### src/rtl/rob_mw_pkg.sv
// Shared types, default parameters and helpers for the multi-issue reorder buffer.
package rob_mw_pkg;

  localparam int ROB_SZ_DEF = 32;
  localparam int DISP_W_DEF = 2;
  localparam int CMP_W_DEF  = 2;
  localparam int RET_W_DEF  = 2;
  localparam int TAG_W_DEF  = 6;

  typedef logic [$clog2(ROB_SZ_DEF)-1:0] rob_idx_t;

  typedef struct packed {
    logic                 valid;
    logic [TAG_W_DEF-1:0] preg;
  } tag_t;

  typedef struct packed {
    logic valid;
    logic complete;
    tag_t t;
    tag_t t_old;
  } rob_entry_t;

  function automatic logic [31:0] sat_add32(input logic [31:0] a, input logic [31:0] b);
    logic [32:0] s;
    s = {1'b0, a} + {1'b0, b};
    return s[32] ? '1 : s[31:0];
  endfunction

endpackage

### src/rtl/rob_mw_retire_sel.sv
// Combinational prefix select of up to RET_W ready entries starting at the ROB head.
module rob_retire_sel
  import rob_mw_pkg::*;
#(
  parameter int RET_W = RET_W_DEF
) (
  input  logic [RET_W-1:0]           i_ready,
  output logic [RET_W-1:0]           o_sel,
  output logic [$clog2(RET_W+1)-1:0] o_cnt
);

  localparam int CW = $clog2(RET_W + 1);

  logic w_run;

  // The first entry that is not ready closes the window for all younger slots.
  always_comb begin
    w_run = 1'b1;
    o_sel = '0;
    o_cnt = '0;
    for (int unsigned k = 0; k < RET_W; k++) begin
      w_run    = w_run & i_ready[k];
      o_sel[k] = w_run;
      o_cnt    = o_cnt + CW'(w_run);
    end
  end

endmodule

### src/rtl/rob_mw.sv
// Multi-issue reorder buffer: in-order dispatch, out-of-order completion, in-order retire, rollback.
// Optional performance counters are enabled with `define ROB_PERF_CNT_EN.
module rob_mw
  import rob_mw_pkg::*;
#(
  parameter int ROB_SZ = ROB_SZ_DEF,
  parameter int DISP_W = DISP_W_DEF,
  parameter int CMP_W  = CMP_W_DEF,
  parameter int RET_W  = RET_W_DEF,
  parameter int TAG_W  = TAG_W_DEF
) (
  input  logic                             clock,
  input  logic                             reset,
  input  logic [$clog2(DISP_W+1)-1:0]      disp_cnt,
  input  logic [DISP_W*(TAG_W+1)-1:0]      disp_t,
  input  logic [DISP_W*(TAG_W+1)-1:0]      disp_t_old,
  output logic                             disp_ok,
  output logic [DISP_W*$clog2(ROB_SZ)-1:0] disp_idx,
  output logic [$clog2(ROB_SZ):0]          free_cnt,
  input  logic [CMP_W-1:0]                 cmp_en,
  input  logic [CMP_W*$clog2(ROB_SZ)-1:0]  cmp_idx,
  output logic [RET_W-1:0]                 ret_valid,
  output logic [RET_W*(TAG_W+1)-1:0]       ret_t,
  output logic [RET_W*(TAG_W+1)-1:0]       ret_t_old,
  input  logic                             sq_en,
  input  logic [$clog2(ROB_SZ)-1:0]        sq_idx,
`ifdef ROB_PERF_CNT_EN
  output logic [31:0]                      perf_retired,
  output logic [31:0]                      perf_full_cyc,
  output logic [31:0]                      perf_squashed,
`endif
  output logic                             empty
);

  localparam int IW  = $clog2(ROB_SZ);
  localparam int PW  = IW + 1;
  localparam int TW  = TAG_W + 1;
  localparam int RCW = $clog2(RET_W + 1);

  typedef struct packed {
    logic          valid;
    logic          complete;
    logic [TW-1:0] t;
    logic [TW-1:0] t_old;
  } ent_t;

  ent_t          r_ent [ROB_SZ];
  logic [PW-1:0] r_head, r_tail, r_count, r_free_cnt;
  logic          r_empty;

  logic [IW-1:0]     w_head_idx, w_tail_idx, w_sq_off, w_off, w_ridx;
  logic [RET_W-1:0]  w_ready, w_sel, w_ret;
  logic [RCW-1:0]    w_sel_n;
  logic [PW-1:0]     w_ret_n, w_disp_n, w_keep, w_squashed, w_count_nxt;
  logic [ROB_SZ-1:0] w_sq_kill;
  logic              w_disp_acc, w_sq_legal;

  assign w_head_idx = r_head[IW-1:0];
  assign w_tail_idx = r_tail[IW-1:0];

  always_comb begin
    w_ready   = '0;
    ret_t     = '0;
    ret_t_old = '0;
    w_ridx    = '0;
    for (int unsigned k = 0; k < RET_W; k++) begin
      w_ridx     = IW'(w_head_idx + IW'(k));
      w_ready[k] = r_ent[w_ridx].valid && r_ent[w_ridx].complete;
      ret_t[k*TW +: TW]     = r_ent[w_ridx].t;
      ret_t_old[k*TW +: TW] = r_ent[w_ridx].t_old;
    end
  end

  rob_retire_sel #(.RET_W(RET_W)) u_sel (
    .i_ready (w_ready),
    .o_sel   (w_sel),
    .o_cnt   (w_sel_n)
  );

  // Nothing retires while reset is held, so the retire view is masked too.
  assign w_ret     = reset ? w_sel : '0;
  assign w_ret_n   = reset ? PW'(w_sel_n) : '0;
  assign ret_valid = w_ret;

  assign disp_ok    = r_free_cnt >= PW'(disp_cnt);
  assign w_disp_acc = disp_ok && (disp_cnt != '0) && !sq_en;
  assign w_disp_n   = w_disp_acc ? PW'(disp_cnt) : '0;

  always_comb begin
    disp_idx = '0;
    for (int unsigned k = 0; k < DISP_W; k++)
      disp_idx[k*IW +: IW] = IW'(w_tail_idx + IW'(k));
  end

  // Entries kept by a rollback are head..sq_idx inclusive; the rest of the live range is discarded.
  assign w_sq_off   = sq_idx - w_head_idx;
  assign w_keep     = PW'(w_sq_off) + PW'(1);
  assign w_squashed = sq_en ? (r_count - w_keep) : '0;
  assign w_sq_legal = r_ent[sq_idx].valid && (PW'(w_sq_off) >= w_ret_n);

  always_comb begin
    w_sq_kill = '0;
    w_off     = '0;
    for (int unsigned i = 0; i < ROB_SZ; i++) begin
      w_off        = IW'(IW'(i) - w_head_idx);
      w_sq_kill[i] = sq_en && (PW'(w_off) >= w_keep) && (PW'(w_off) < r_count);
    end
  end

  assign w_count_nxt = r_count + w_disp_n - w_ret_n - w_squashed;

  always_ff @(posedge clock) begin
    if (!reset) begin
      for (int unsigned i = 0; i < ROB_SZ; i++) r_ent[i] <= '0;
      r_head     <= '0;
      r_tail     <= '0;
      r_count    <= '0;
      r_free_cnt <= PW'(ROB_SZ);
      r_empty    <= 1'b1;
    end else begin
      for (int unsigned p = 0; p < CMP_W; p++)
        if (cmp_en[p] && r_ent[cmp_idx[p*IW +: IW]].valid)
          r_ent[cmp_idx[p*IW +: IW]].complete <= 1'b1;
      for (int unsigned k = 0; k < RET_W; k++)
        if (w_ret[k]) begin
          r_ent[IW'(w_head_idx + IW'(k))].valid    <= 1'b0;
          r_ent[IW'(w_head_idx + IW'(k))].complete <= 1'b0;
        end
      if (sq_en) begin
        for (int unsigned i = 0; i < ROB_SZ; i++)
          if (w_sq_kill[i]) begin
            r_ent[i].valid    <= 1'b0;
            r_ent[i].complete <= 1'b0;
          end
        r_tail <= r_head + w_keep;
      end else if (w_disp_acc) begin
        for (int unsigned k = 0; k < DISP_W; k++)
          if (k < 32'(disp_cnt))
            r_ent[IW'(w_tail_idx + IW'(k))] <= '{valid: 1'b1, complete: 1'b0,
                                                t: disp_t[k*TW +: TW],
                                                t_old: disp_t_old[k*TW +: TW]};
        r_tail <= r_tail + w_disp_n;
      end
      r_head     <= r_head + w_ret_n;
      r_count    <= w_count_nxt;
      r_free_cnt <= PW'(ROB_SZ) - w_count_nxt;
      r_empty    <= (w_count_nxt == '0);
    end
  end

  assign free_cnt = r_free_cnt;
  assign empty    = r_empty;

`ifdef ROB_PERF_CNT_EN
  always_ff @(posedge clock) begin
    if (!reset) begin
      perf_retired  <= '0;
      perf_full_cyc <= '0;
      perf_squashed <= '0;
    end else begin
      perf_retired  <= sat_add32(perf_retired, 32'(w_ret_n));
      perf_squashed <= sat_add32(perf_squashed, 32'(w_squashed));
      if (r_free_cnt == '0 && disp_cnt != '0)
        perf_full_cyc <= sat_add32(perf_full_cyc, 32'd1);
    end
  end
`endif

  assert property (@(posedge clock) disable iff (!reset) sq_en |-> w_sq_legal);
  assert property (@(posedge clock) disable iff (!reset) r_tail == r_head + r_count);

endmodule

### config.mk
export PLATFORM = sky130hd
export DESIGN_NAME = rob_mw
export DESIGN_NICKNAME = d
export VERILOG_FILES = /design/src/rtl/rob_mw_pkg.sv /design/src/rtl/rob_mw_retire_sel.sv /design/src/rtl/rob_mw.sv
export SDC_FILE = /design/constraint.sdc
export NUM_CORES = 2
export LEC_CHECK = 0
export CAP_MARGIN = 20
export CORE_MARGIN = 5
export CORE_UTILIZATION = 49
export DETAILED_ROUTE_END_ITERATION = 16
export PLACE_DENSITY = 0.65
export SLEW_MARGIN = 15
export SYNTH_ARGS = -nofsm -noshare
export SYNTH_HDL_FRONTEND = slang
export SYNTH_SLANG_ARGS = --single-unit
### constraint.sdc
create_clock -name clock -period 6.4 [get_ports clock]
set_input_delay 1.28 -clock clock [delete_from_list [all_inputs] [get_ports clock]]
set_output_delay 1.28 -clock clock [all_outputs]
set_load 0.1 [all_outputs]
==> run summary <==
CP endpoint kind - register
DR iter-0 viols - 5319
path category of the worst min-delay check - reg2reg
Fin. Hold Viols - 0
register area share after synthesis - 38.8%
arrival time at the worst endpoint - 6690 ps
Nets - 4320
Mapped Area - 0.0391 mm²
Crit path required time - 6950 ps
Initial Util - 49.5%
DR vias/cell - 6.94
Die ar. - 0.0855 mm²
Final Instance Area - 0.0448 mm²
RSZ-0062 raised after global routing - false
DR WL/cell - 33.9 µm
antenna violations before repair - 2
Clock Skews - 25.7 ps
slowest cell on the critical path - clkdlybuf4s50_1
Post-CTS Hold Buffers - 0
clk sinks - 534
# diodes - 0
later-pin clock latency in the skew report - 650 ps
crit share post-route - 95.9%
biggest area consumer among synthesized cells - edfxtp_1
total number of vias - 36200
GP Congestion - 1.09
Post-synth EDFFs - 448
PD cells - 243 mW/mm²
largest net degree at the start of global routing - 113
core footprint - 0.0790 mm²
GRT Residual Overflow - 0
Highest Clock Rate - 163 MHz
CTS resizes - 0
Max FO, Critical Path - 7
Synthesized Nets - 4148
crit start category - input port
# setup viols final - 0
top cells by area, synth - edfxtp_1, mux4_2, nand2_1
Clock Path Buffers - 3
Final Max Slew Viols - 0
post-CTS setup buffer count - 0
Detailed Routing Iterations Pass 1 - 8
Distinct cells, synth - 109
Synth Area per Inst - 9.91 µm²
Core Rows - 103
FFs w/ async S/R, synth - 0%
die width - 292 µm
Setup TNS - 0 ps
max-cap violations - 0
die height - 292 µm
Num CTS Buffers - 57
Syn-to-layout area delta - 14.7%
relative slew slack - 26.8%
I/O pins - 98
port bufs - 97
slowest stage delay, CP - 490 ps
CTS root buffer - clkbuf_16
Seq cells post-synth - 534
global-route wire length before repair - 249000 µm
register cell area after layout - 0.0152 mm²
Synth Flop Type - edfxtp_1
Worst VDD drop - 262 µV
DRT Wirelength - 177000 µm
FILL cells - 6696
placed instance area - 0.0430 mm²
Yosys Warn Count - 0
Synth Instances - 3944
Total GRT Usage - 40.1%
DRC - 0
min Tclk post-route - 6140 ps
TritonCTS clock tree - built
Yosys top cell area share - 34.4%
status - finished, final reports clean
Setup CP Type - in2reg
htree depth - 2
Detailed Place HPWL - 123000 µm
vias in the first global route - 34400
Slew @ Worst Pin - 1090 ps
static leakage - 15.8 nW
layout cells sized above 1 - 21.0%
final antenna-violating net count - 0
Multi-input gate area - 0.0223 mm²
clock slew at reported path FFs - 60 ps
-- Yosys cell counts, drive strengths merged, types with 8 or more instances --
library cell and instances:
buf 51, a21o 20, nand2b 17, or3 10
o2bb2ai 8, a211oi 11, nand4 25, and2 23
and4 8, and3 30, inv 91, nand2 994
mux2i 9, clkbuf 290, dfxtp 86, xnor2 42
o31ai 21, nor3b 10, a22o 121, a21oi 93
nand3 68, nor4 25, ha 144, nand3b 10
nor2 235, nor2b 22, fa 10, edfxtp 448
a221oi 12, nor3 65, xor2 16, o21ai 414
mux4 312, o211ai 20, a31oi 22
-- worst max-delay path: cells and delay by family --
kind	cells	cell delay (ps)
simple gates	6	1210
compound gates	8	1660
buf+inv	7	1430
fa+ha+maj	4	1110
-- registers in the layout, summed over array words and instances (netlist names) --
name	flops
empty	1
free_cnt	5
r_count	6
r_ent	512
r_head	5
r_tail	5
-- metal layers --
metal	wire [µm]	vias up	GRT usage, %
li1	-	15000	-
met1	60800	17200	50.8
met2	77100	3127	61.3
met3	23200	796	10.4
met4	15600	6	26.0
met5	97	-	0.554
-- cells in the final DEF, fill, tap and decap left out, types with 19 or more instances in the layout --
cell | Yosys | routed
nand2_1 | 994 | 994
a21oi_1 | 89 | 89
nor2_1 | 235 | 208
o211ai_1 | 19 | 19
buf_4 | 11 | 360
nor2_2 | 0 | 27
o21ai_0 | 407 | 406
dfxtp_1 | 86 | 82
ha_1 | 144 | 143
nand4_1 | 25 | 25
clkbuf_16 | 0 | 58
a31oi_1 | 21 | 21
and2_1 | 20 | 20
xnor2_1 | 39 | 37
nand3_1 | 67 | 67
clkdlybuf4s50_1 | 0 | 67
nor2b_1 | 22 | 22
a22o_1 | 121 | 121
inv_1 | 86 | 85
and3_1 | 29 | 29
buf_12 | 0 | 25
mux4_2 | 312 | 312
edfxtp_1 | 448 | 448
nor3_1 | 63 | 59
nor4_1 | 19 | 19
a21o_1 | 19 | 19
o31ai_1 | 21 | 21
-- logic make-up after synthesis --
group           Yosys count  share of synthesized area [%]
fa+ha+maj               156                           5.17
buf+inv                 433                           4.33
mux                     326                           18.4
simple gates           1578                           17.6
xor+xnor                 58                           1.38
compound gates          859                           14.3
flops                   534                           38.8
-- per-stage QoR --
| stage | total power [mW] | cells | util, % | setup WS (ps) | hold WS (ps) |
|---|---|---|---|---|---|
| 3_3_place_gp | 7.57 | 5107 | 54.5 | -304 | 487 |
| 6_report | 10.9 | 5208 | 56.7 | 261 | 493 |
| 4_1_cts | 10.8 | 5208 | 56.7 | 280 | 494 |
| 3_5_place_dp | 7.58 | 5107 | 54.5 | -383 | 486 |
| 5_1_grt | 11.2 | 5208 | 56.7 | 11.1 | 535 |
| 2_1_floorplan | 6.14 | 3944 | - | 494 | 456 |
-- report_power, final --
part	total, mW	internal [mW]	switching, mW
combinational	3.57	1.26	2.31
clock	3.28	1.81	1.46
sequential	4.05	3.94	0.107
total	10.9	7.01	3.88
-- final cells by class --
class                   instances  area share (%)
inverters                      92           0.773
clock inverters                33           0.634
repair buffers                454            8.66
clock buffers                  68            3.32
multi-input cells            2977            49.8
well taps                    1050            2.93
flip-flops and latches        534            33.9
-- path summary, 6_finish.rpt --
check	end	slack, ps	from	depth (start not counted)
hold reg to reg	r_ent[2][15]$_SDFFE_PP1P_	490	r_ent[2][15]$_SDFFE_PP1P_	2
setup reg to reg	empty$_SDFF_PN1_	750	r_head[0]$_SDFF_PN0_	20
hold / removal	r_ent[2][15]$_SDFFE_PP1P_	490	r_ent[2][15]$_SDFFE_PP1P_	2
setup / recovery	r_ent[8][14]$_SDFF_PP0_	260	sq_idx[0]	25
(Power assumes the default switching activity.)
